===== config.mk =====
export PLATFORM = sky130hd
export DESIGN_NAME = vpp_meter_flat
export DESIGN_NICKNAME = d
export VERILOG_FILES = /design/src/rtl/vpp_meter_pkg.sv /design/src/rtl/vpp_meter_if.sv /design/src/rtl/vpp_meter_seq_mul.sv /design/src/rtl/vpp_meter.sv /design/src/flat_wrapper.sv
export SDC_FILE = /design/constraint.sdc
export NUM_CORES = 1
export LEC_CHECK = 0
export CORE_MARGIN = 8
export CORE_UTILIZATION = 45
export DETAILED_ROUTE_END_ITERATION = 10
export SETUP_SLACK_MARGIN = 0.02
export SYNTH_ARGS = -nofsm -noshare
export SYNTH_HDL_FRONTEND = slang
export SYNTH_SLANG_ARGS = --single-unit

===== constraint.sdc =====
create_clock -name clk -period 4 [get_ports clk]
set_input_delay 0.6 -clock clk [delete_from_list [all_inputs] [get_ports clk]]
set_output_delay 0.6 -clock clk [all_outputs]
set_load 0.1 [all_outputs]

===== src/rtl/vpp_meter_pkg.sv =====
// ============================================================================
// Module : vpp_meter_pkg
// Brief  : Shared widths, FSM encoding and helpers for the peak-to-peak meter.
// Rev    : 1.0  initial release
// ============================================================================
`default_nettype none

package vpp_meter_pkg;

    localparam int c_PP_W   = 9;
    localparam int c_ACC_W  = 13;
    localparam int c_PROD_W = 25;
    localparam int c_OUT_W  = 16;
    localparam int c_MVQ_W  = 16;

    localparam logic [c_OUT_W-1:0] c_SAT_MV = 16'hFFFF;

    typedef enum logic [1:0] {
        ST_ACC  = 2'd0,
        ST_MUL  = 2'd1,
        ST_LOAD = 2'd2
    } state_t;

    // Inverted codes (e.g. min still all-ones after reset) read as zero amplitude.
    function automatic logic [c_PP_W-1:0] pp_clamp(input logic [c_PP_W-1:0] max_c,
                                                   input logic [c_PP_W-1:0] min_c);
        return (max_c >= min_c) ? (max_c - min_c) : '0;
    endfunction

    function automatic logic [c_OUT_W-1:0] sat_mv(input logic [c_PROD_W-c_PP_W+c_PP_W-1:0] prod);
        logic [c_PROD_W-9:0] res;
        res = prod[c_PROD_W-1:8];
        return res[c_PROD_W-9] ? c_SAT_MV : res[c_OUT_W-1:0];
    endfunction

endpackage

`default_nettype wire


===== src/rtl/vpp_meter_if.sv =====
// ============================================================================
// Module : vpp_meter_if
// Brief  : Quantiser codes in, millivolt result out with valid/ready handshake.
// Rev    : 1.0  initial release
// ============================================================================
`default_nettype none

interface vpp_meter_if;
    import vpp_meter_pkg::*;

    logic [c_PP_W-1:0]  max_code;
    logic [c_PP_W-1:0]  min_code;
    logic [c_OUT_W-1:0] vpp_mv;
    logic               out_vld;
    logic               out_rdy;
    logic               overrun;
    logic               busy;

    modport master (
        input  max_code, min_code, out_rdy,
        output vpp_mv, out_vld, overrun, busy
    );

    modport slave (
        output max_code, min_code, out_rdy,
        input  vpp_mv, out_vld, overrun, busy
    );

endinterface

`default_nettype wire


===== src/rtl/vpp_meter_seq_mul.sv =====
// ============================================================================
// Module : vpp_seq_mul
// Brief  : 9x16 serial shift-add multiplier, LSB first, 9 cycles from start.
// Rev    : 1.0  initial release
// ============================================================================
`default_nettype none

module vpp_seq_mul
    import vpp_meter_pkg::*;
(
    input  wire                 clk,
    input  wire                 rst,
    input  wire                 start,
    input  wire  [c_PP_W-1:0]   a,
    input  wire  [c_MVQ_W-1:0]  b,
    output logic                done,
    output logic [c_PROD_W-1:0] p
);

    logic [c_PP_W-1:0]   r_a;
    logic [c_PROD_W-1:0] r_b;
    logic [c_PROD_W-1:0] r_prod;
    logic [3:0]          r_cnt;
    logic                r_run;

    logic [c_PROD_W-1:0] w_b_ext;

    assign w_b_ext = {{(c_PROD_W-c_MVQ_W){1'b0}}, b};

    // Bit 0 is consumed in the start cycle so bit 8 lands on the 9th cycle.
    always_ff @(posedge clk or posedge rst) begin
        if (rst) begin
            r_a    <= '0;
            r_b    <= '0;
            r_prod <= '0;
            r_cnt  <= '0;
            r_run  <= 1'b0;
        end else if (start) begin
            r_prod <= a[0] ? w_b_ext : '0;
            r_a    <= {1'b0, a[c_PP_W-1:1]};
            r_b    <= {w_b_ext[c_PROD_W-2:0], 1'b0};
            r_cnt  <= 4'd1;
            r_run  <= 1'b1;
        end else if (r_run) begin
            r_prod <= r_prod + (r_a[0] ? r_b : '0);
            r_a    <= {1'b0, r_a[c_PP_W-1:1]};
            r_b    <= {r_b[c_PROD_W-2:0], 1'b0};
            r_cnt  <= r_cnt + 4'd1;
            if (r_cnt == 4'd8) begin
                r_run <= 1'b0;
            end
        end
    end

    assign done = r_run && !start && (r_cnt == 4'd8);
    assign p    = r_prod;

endmodule

`default_nettype wire


===== src/rtl/vpp_meter.sv =====
// ============================================================================
// Module : vpp_meter
// Brief  : Samples max/min codes, averages pp, scales to mV, valid/ready out.
//          Optional hysteresis filter enabled by macro VPP_METER_HYST_EN.
// Rev    : 1.0  initial release
// ============================================================================
`default_nettype none

module vpp_meter
    import vpp_meter_pkg::*;
#(
    parameter int           SAMPLE_PERIOD = 1_000_000,
    parameter int           AVG_LOG2      = 2,
    parameter logic [15:0]  MV_PER_LSB_Q8 = 16'd1024,
    parameter logic [15:0]  HYST_MV       = 16'd8
)(
    input  wire             clk,
    input  wire             rst,
    vpp_meter_if.master     bus
);

    localparam int                 c_CNT_W    = $clog2(SAMPLE_PERIOD);
    localparam logic [c_CNT_W-1:0] c_CNT_LAST = c_CNT_W'(SAMPLE_PERIOD - 1);
    localparam logic [4:0]         c_N_LAST   = 5'((1 << AVG_LOG2) - 1);

    logic [c_CNT_W-1:0]  r_per_cnt;
    logic [4:0]          r_ncnt;
    logic [c_ACC_W-1:0]  r_acc;
    logic [c_PP_W-1:0]   r_avg;
    state_t              r_state;
    logic                r_mul_start;
    logic                r_busy;
    logic                r_vld;
    logic                r_ovr;
    logic [c_OUT_W-1:0]  r_vpp;

    logic                w_tick;
    logic                w_group_done;
    logic [c_PP_W-1:0]   w_pp;
    logic [c_ACC_W-1:0]  w_acc_sum;
    logic [c_ACC_W-1:0]  w_avg_wide;
    logic                w_mul_done;
    logic [c_PROD_W-1:0] w_prod;
    logic [c_OUT_W-1:0]  w_res_sat;
    logic                w_update;

    always_ff @(posedge clk or posedge rst) begin
        if (rst) begin
            r_per_cnt <= '0;
        end else if (r_per_cnt == c_CNT_LAST) begin
            r_per_cnt <= '0;
        end else begin
            r_per_cnt <= r_per_cnt + 1'b1;
        end
    end

    assign w_tick       = (r_per_cnt == c_CNT_LAST);
    assign w_pp         = pp_clamp(bus.max_code, bus.min_code);
    assign w_acc_sum    = r_acc + {{(c_ACC_W-c_PP_W){1'b0}}, w_pp};
    assign w_avg_wide   = w_acc_sum >> AVG_LOG2;
    assign w_group_done = w_tick && (r_ncnt == c_N_LAST);

    // Accumulation continues during MUL/LOAD into the freshly cleared acc.
    always_ff @(posedge clk or posedge rst) begin
        if (rst) begin
            r_acc  <= '0;
            r_ncnt <= '0;
            r_avg  <= '0;
        end else if (w_tick) begin
            if (r_ncnt == c_N_LAST) begin
                r_acc  <= '0;
                r_ncnt <= '0;
                r_avg  <= w_avg_wide[c_PP_W-1:0];
            end else begin
                r_acc  <= w_acc_sum;
                r_ncnt <= r_ncnt + 5'd1;
            end
        end
    end

    vpp_seq_mul u_mul (
        .clk   (clk),
        .rst   (rst),
        .start (r_mul_start),
        .a     (r_avg),
        .b     (MV_PER_LSB_Q8),
        .done  (w_mul_done),
        .p     (w_prod)
    );

    assign w_res_sat = sat_mv(w_prod);

`ifdef VPP_METER_HYST_EN
    logic               r_have_res;
    logic [c_OUT_W-1:0] w_diff;

    assign w_diff   = (w_res_sat >= r_vpp) ? (w_res_sat - r_vpp) : (r_vpp - w_res_sat);
    assign w_update = !r_have_res || (w_diff > HYST_MV);

    always_ff @(posedge clk or posedge rst) begin
        if (rst) begin
            r_have_res <= 1'b0;
        end else if ((r_state == ST_LOAD) && w_update) begin
            r_have_res <= 1'b1;
        end
    end
`else
    assign w_update = 1'b1;
`endif

    always_ff @(posedge clk or posedge rst) begin
        if (rst) begin
            r_state     <= ST_ACC;
            r_mul_start <= 1'b0;
            r_busy      <= 1'b0;
            r_vld       <= 1'b0;
            r_ovr       <= 1'b0;
            r_vpp       <= '0;
        end else begin
            r_mul_start <= 1'b0;
            if (r_vld && bus.out_rdy) begin
                r_vld <= 1'b0;
            end
            case (r_state)
                ST_ACC: begin
                    if (w_group_done) begin
                        r_state     <= ST_MUL;
                        r_mul_start <= 1'b1;
                        r_busy      <= 1'b1;
                    end
                end
                ST_MUL: begin
                    if (w_mul_done) begin
                        r_state <= ST_LOAD;
                    end
                end
                ST_LOAD: begin
                    r_state <= ST_ACC;
                    r_busy  <= 1'b0;
                    // A result loaded in the accept cycle overrides the clear above.
                    if (w_update) begin
                        r_vpp <= w_res_sat;
                        r_vld <= 1'b1;
                        if (r_vld && !bus.out_rdy) begin
                            r_ovr <= 1'b1;
                        end
                    end
                end
                default: begin
                    r_state <= ST_ACC;
                    r_busy  <= 1'b0;
                end
            endcase
        end
    end

    assign bus.vpp_mv  = r_vpp;
    assign bus.out_vld = r_vld;
    assign bus.overrun = r_ovr;
    assign bus.busy    = r_busy;

endmodule

`default_nettype wire


===== src/flat_wrapper.sv =====
// flat-port wrapper written by rule: the top's interface ports become plain ports
module vpp_meter_flat import vpp_meter_pkg::*;
#(
    parameter int           SAMPLE_PERIOD = 1_000_000,
    parameter int           AVG_LOG2      = 2,
    parameter logic [15:0]  MV_PER_LSB_Q8 = 16'd1024,
    parameter logic [15:0]  HYST_MV       = 16'd8
)
  (clk, rst, bus_max_code, bus_min_code, bus_out_rdy, bus_vpp_mv, bus_out_vld, bus_overrun, bus_busy);
  vpp_meter_if bus_i ();
  input  wire clk;
  input  wire rst;
  input wire logic [$bits(bus_i.max_code)-1:0] bus_max_code;
  input wire logic [$bits(bus_i.min_code)-1:0] bus_min_code;
  input wire logic [$bits(bus_i.out_rdy)-1:0] bus_out_rdy;
  output wire logic [$bits(bus_i.vpp_mv)-1:0] bus_vpp_mv;
  output wire logic [$bits(bus_i.out_vld)-1:0] bus_out_vld;
  output wire logic [$bits(bus_i.overrun)-1:0] bus_overrun;
  output wire logic [$bits(bus_i.busy)-1:0] bus_busy;
  assign bus_i.max_code = bus_max_code;
  assign bus_i.min_code = bus_min_code;
  assign bus_i.out_rdy = bus_out_rdy;
  assign bus_vpp_mv = bus_i.vpp_mv;
  assign bus_out_vld = bus_i.out_vld;
  assign bus_overrun = bus_i.overrun;
  assign bus_busy = bus_i.busy;
  vpp_meter #(.SAMPLE_PERIOD(SAMPLE_PERIOD), .AVG_LOG2(AVG_LOG2), .MV_PER_LSB_Q8(MV_PER_LSB_Q8), .HYST_MV(HYST_MV)) u_core (.clk(clk), .rst(rst), .bus(bus_i));
endmodule

==> summary.md <==
| Metric | Value |
|---|---|
| CTS Root Cell | `clkbuf_16` |
| Largest net degree at the start of global routing | `67` |
| Final hold vios | `0` |
| DP Worst Slack | `-0.3822 ns` |
| Seq/Total Area, Yosys | `0.4457` |
| Slew headroom | `0.3209` |
| EDFF count, synth | `0` |
| Critical path start-end classification | `in2reg` |
| Syn_area_per_cell | `9.489 µm²` |
| Synth Flop Type | `dfrtp_1` |
| Die ar. | `17440 µm²` |
| CP Max Fanout | `3` |
| Share of layout cells above drive strength 1 | `0.09286` |
| Antenna Nets Post-Route | `0` |
| Final period util | `0.9267` |
| Final estimated routing congestion in global placement | `0.8684` |
| Pleak | `3.347 nW` |
| Router iterations before antenna repair | `4` |
| Unrepaired setup endpoints after global routing | `false` |
| Sequential cell area | `2704 µm²` |
| Synth Area in Compound Gates | `0.1337` |
| CP required | `4.23 ns` |
| Main combinational cell family by area after synthesis | `simple AND/OR/NAND/NOR gates` |
| Slew Viols, Final | `0` |
| Post-synth top area share | `0.4457` |
| Clock buffer depth | `2` |
| Layout Cells excl Fill | `876` |
| Vias | `4663` |
| Vias in the first global route | `4561` |
| Die Height | `132.1 µm` |
| Global route overflow | `0` |
| Hpwl dp | `9413 µm` |
| DRC viols | `0` |
| # diodes | `0` |
| Final Setup Violations | `0` |
| Clk_lat worst skew | `0.35 ns` |
| HP Class | `reg2reg` |
| Setup slack after layout | `0.2931 ns` |
| Starting Density | `0.4597` |
| MaxCap Viol Count | `0` |
| Routed wire length | `12710 µm` |
| Port-buffer cells | `39` |
| Status | `complete, no violations` |
| Crit path capture type | `flop` |
| First-pass GRT wire length | `21890 µm` |
| Num ports | `40` |
| Worst Path Arrival | `3.94 ns` |
| Fmax | `0.2698 GHz` |
| Worst IR drop on VDD | `0.0001794 V` |
| DR iter-0 viols | `240` |
| Die W | `132.1 µm` |
| Layout fillers | `1197` |
| Core area | `13190 µm²` |
| Synth async-reset ratio | `1.000` |
| Clock slew at reported path FFs | `0.07 ns` |
| Wire per inst | `14.50 µm` |
| Total CTS buffers | `9` |
| Net Count, Synth | `698` |
| Critical Path Source Type | `primary input` |
| Synthesis Warnings | `0` |
| Synth area leaders | `dfrtp_1 45%, ha_1 7.2%, nand2_1 5.0%, mux2i_1 4.5%, nor2_1 4.3%` |
| Total placed cells including tap cells | `864` |
| CTS tree | `built` |
| H-tree levels | `3` |
| Layout area overhead | `17.15%` |
| XOR/XNOR Fraction of Synth Area | `0.05345` |
| Post-synthesis mux area share | `0.05200` |
| Multi-input logic area | `3179 µm²` |
| Yosys top cell by area | `dfrtp_1` |
| Post-CTS Setup Inserts | `0` |
| CTS Sinks | `108` |
| Yosys reg bits | `108` |
| Via density | `5.323` |
| Rows | `42` |
| Period minus WS final | `3.707 ns` |
| Synth Area in Adders | `0.08213` |
| Distinct cells, synth | `58` |
| PD cells | `315.1 nW/µm²` |
| Simple logic cell fraction of the synthesized area | `0.2010` |
| Initial antenna violation count | `0` |
| Max Clock Skew | `0.004136 ns` |
| Fin nets | `758` |
| Total GRT Usage | `0.1506` |
| Synth Instances | `639` |
| Slew @ Worst Pin | `1.019 ns` |
| Post-synthesis instance area | `6063 µm²` |
## through the flow
| step | hold WS, ns | total power, mW | utilization | setup TNS (ns) | cell area, µm² |
|---|---|---|---|---|---|
| after floorplan | 0.4437 | 1.309 | - | 0 | 6063 |
| after global placement | 0.4621 | 1.433 | 0.5184 | -2.212 | 6838 |
| after detailed placement | 0.4694 | 1.435 | 0.5184 | -3.535 | 6838 |
| after CTS | 0.4853 | 2.261 | 0.5376 | 0 | 7091 |
| after global routing | 0.4945 | 2.337 | 0.5385 | 0 | 7103 |
| final | 0.4780 | 2.238 | 0.5385 | 0 | 7103 |
## cells by family after synthesis
| group | count (synthesis) |
|---|---|
| adder cells (fa/ha/maj) | 38 |
| flip-flops | 108 |
| AND/OR/NAND/NOR | 249 |
| buffers and inverters | 48 |
| XOR/XNOR | 37 |
| AO/OA/AOI/OAI | 128 |
| multiplexers | 31 |
## flip-flops by register name, summed over array words and instances, names as in the netlist, 2 cells and up
name,cells
u_core.r_per_cnt,20
u_core.bus.vpp_mv,15
u_core.u_mul.p,15
u_core.u_mul.r_b,14
u_core.r_acc,11
u_core.r_avg,9
u_core.u_mul.r_a,8
u_core.r_ncnt,5
u_core.u_mul.r_cnt,4
u_core.r_state,2
## area by class of cell
class / instances / share of cell area
inverter: 25 / 0.01356
sequential: 108 / 0.3807
multi-input combinational: 483 / 0.4476
timing repair buffer: 72 / 0.09160
clock buffer: 10 / 0.03364
tap: 176 / 0.03100
clock inverter: 2 / 0.001938
## layout by cell type, fill, tap and decap left out, types with 18 or more instances in the layout
master,instances
xor2_1,18
buf_4,32
mux2i_1,27
nand2_1,81
inv_1,24
xnor2_1,19
a21oi_1,23
dfrtp_1,107
clkdlybuf4s50_1,39
nand3_1,18
ha_1,35
o21ai_0,45
nor2_1,69
## final timing paths
path / start / to / slack [ns] / cells past startpoint
worst min-delay path: u_core.bus.vpp_mv[2] / u_core.bus.vpp_mv[2] / 0.48 / 2
worst max register to register: u_core.u_mul.r_a[0] / u_core.u_mul.p[24] / 1.07 / 8
max in group asynchronous: rst / u_core.u_mul.p[19] / 2.52 / 3
worst max-delay path: bus_min_code[1] / u_core.r_avg[8] / 0.29 / 17
worst min register to register: u_core.bus.vpp_mv[2] / u_core.bus.vpp_mv[2] / 0.48 / 2
min in group asynchronous: rst / u_core.u_mul.r_cnt[0] / 0.77 / 2
## timing repair
action / 4_1_cts / 5_1_grt
hold buffers: 0 / 0
hold endpoints to repair: 0 / 0
setup endpoints to repair: 2 / 14
resized for setup: 1 / 7
pin swaps: 0 / 2
## power breakdown
| part | internal (mW) | switching [mW] | total [mW] |
|---|---|---|---|
| Clock | 0.427 | 0.393 | 0.820 |
| Sequential | 1.09 | 0.0000000000000000232 | 1.09 |
| Combinational | 0.161 | 0.165 | 0.326 |
| Total | 1.68 | 0.558 | 2.24 |
## routing by layer
layer  GRT usage  part of all wire  up-vias
met5           0                 0        -
met4     0.04403             0.011        0
met3     0.03201             0.029       12
met2      0.2608              0.51       66
met1      0.1840              0.45     2242
li1            -                 -     2343
## worst max-delay path, stage by stage
cell and delay [ns]:
clkdlybuf4s50_1 0.48, inv_1 0.06, ha_1 0.30, nor2b_1 0.13, o21ai_1 0.15, a21boi_1 0.11
o311ai_2 0.29, o21a_1 0.19, nor2_1 0.05, ha_1 0.20, fa_1 0.39, a21o_1 0.19
a21oi_2 0.19, o211ai_1 0.14, nand2_1 0.12, xnor2_1 0.06, mux2_1 0.28
## cell usage after synthesis (all sizes together) (10+ instances only)
library cell and number:
nand4 10, nand2 83, a21oi 24, o21ai 48, dfrtp 108, and2 14, ha 35, xor2 18
a21o 12, nand3 18, nor2 70, inv 25, clkbuf 16, xnor2 19, mux2i 27
No activity file was read; power rests on OpenSTA's default activity.
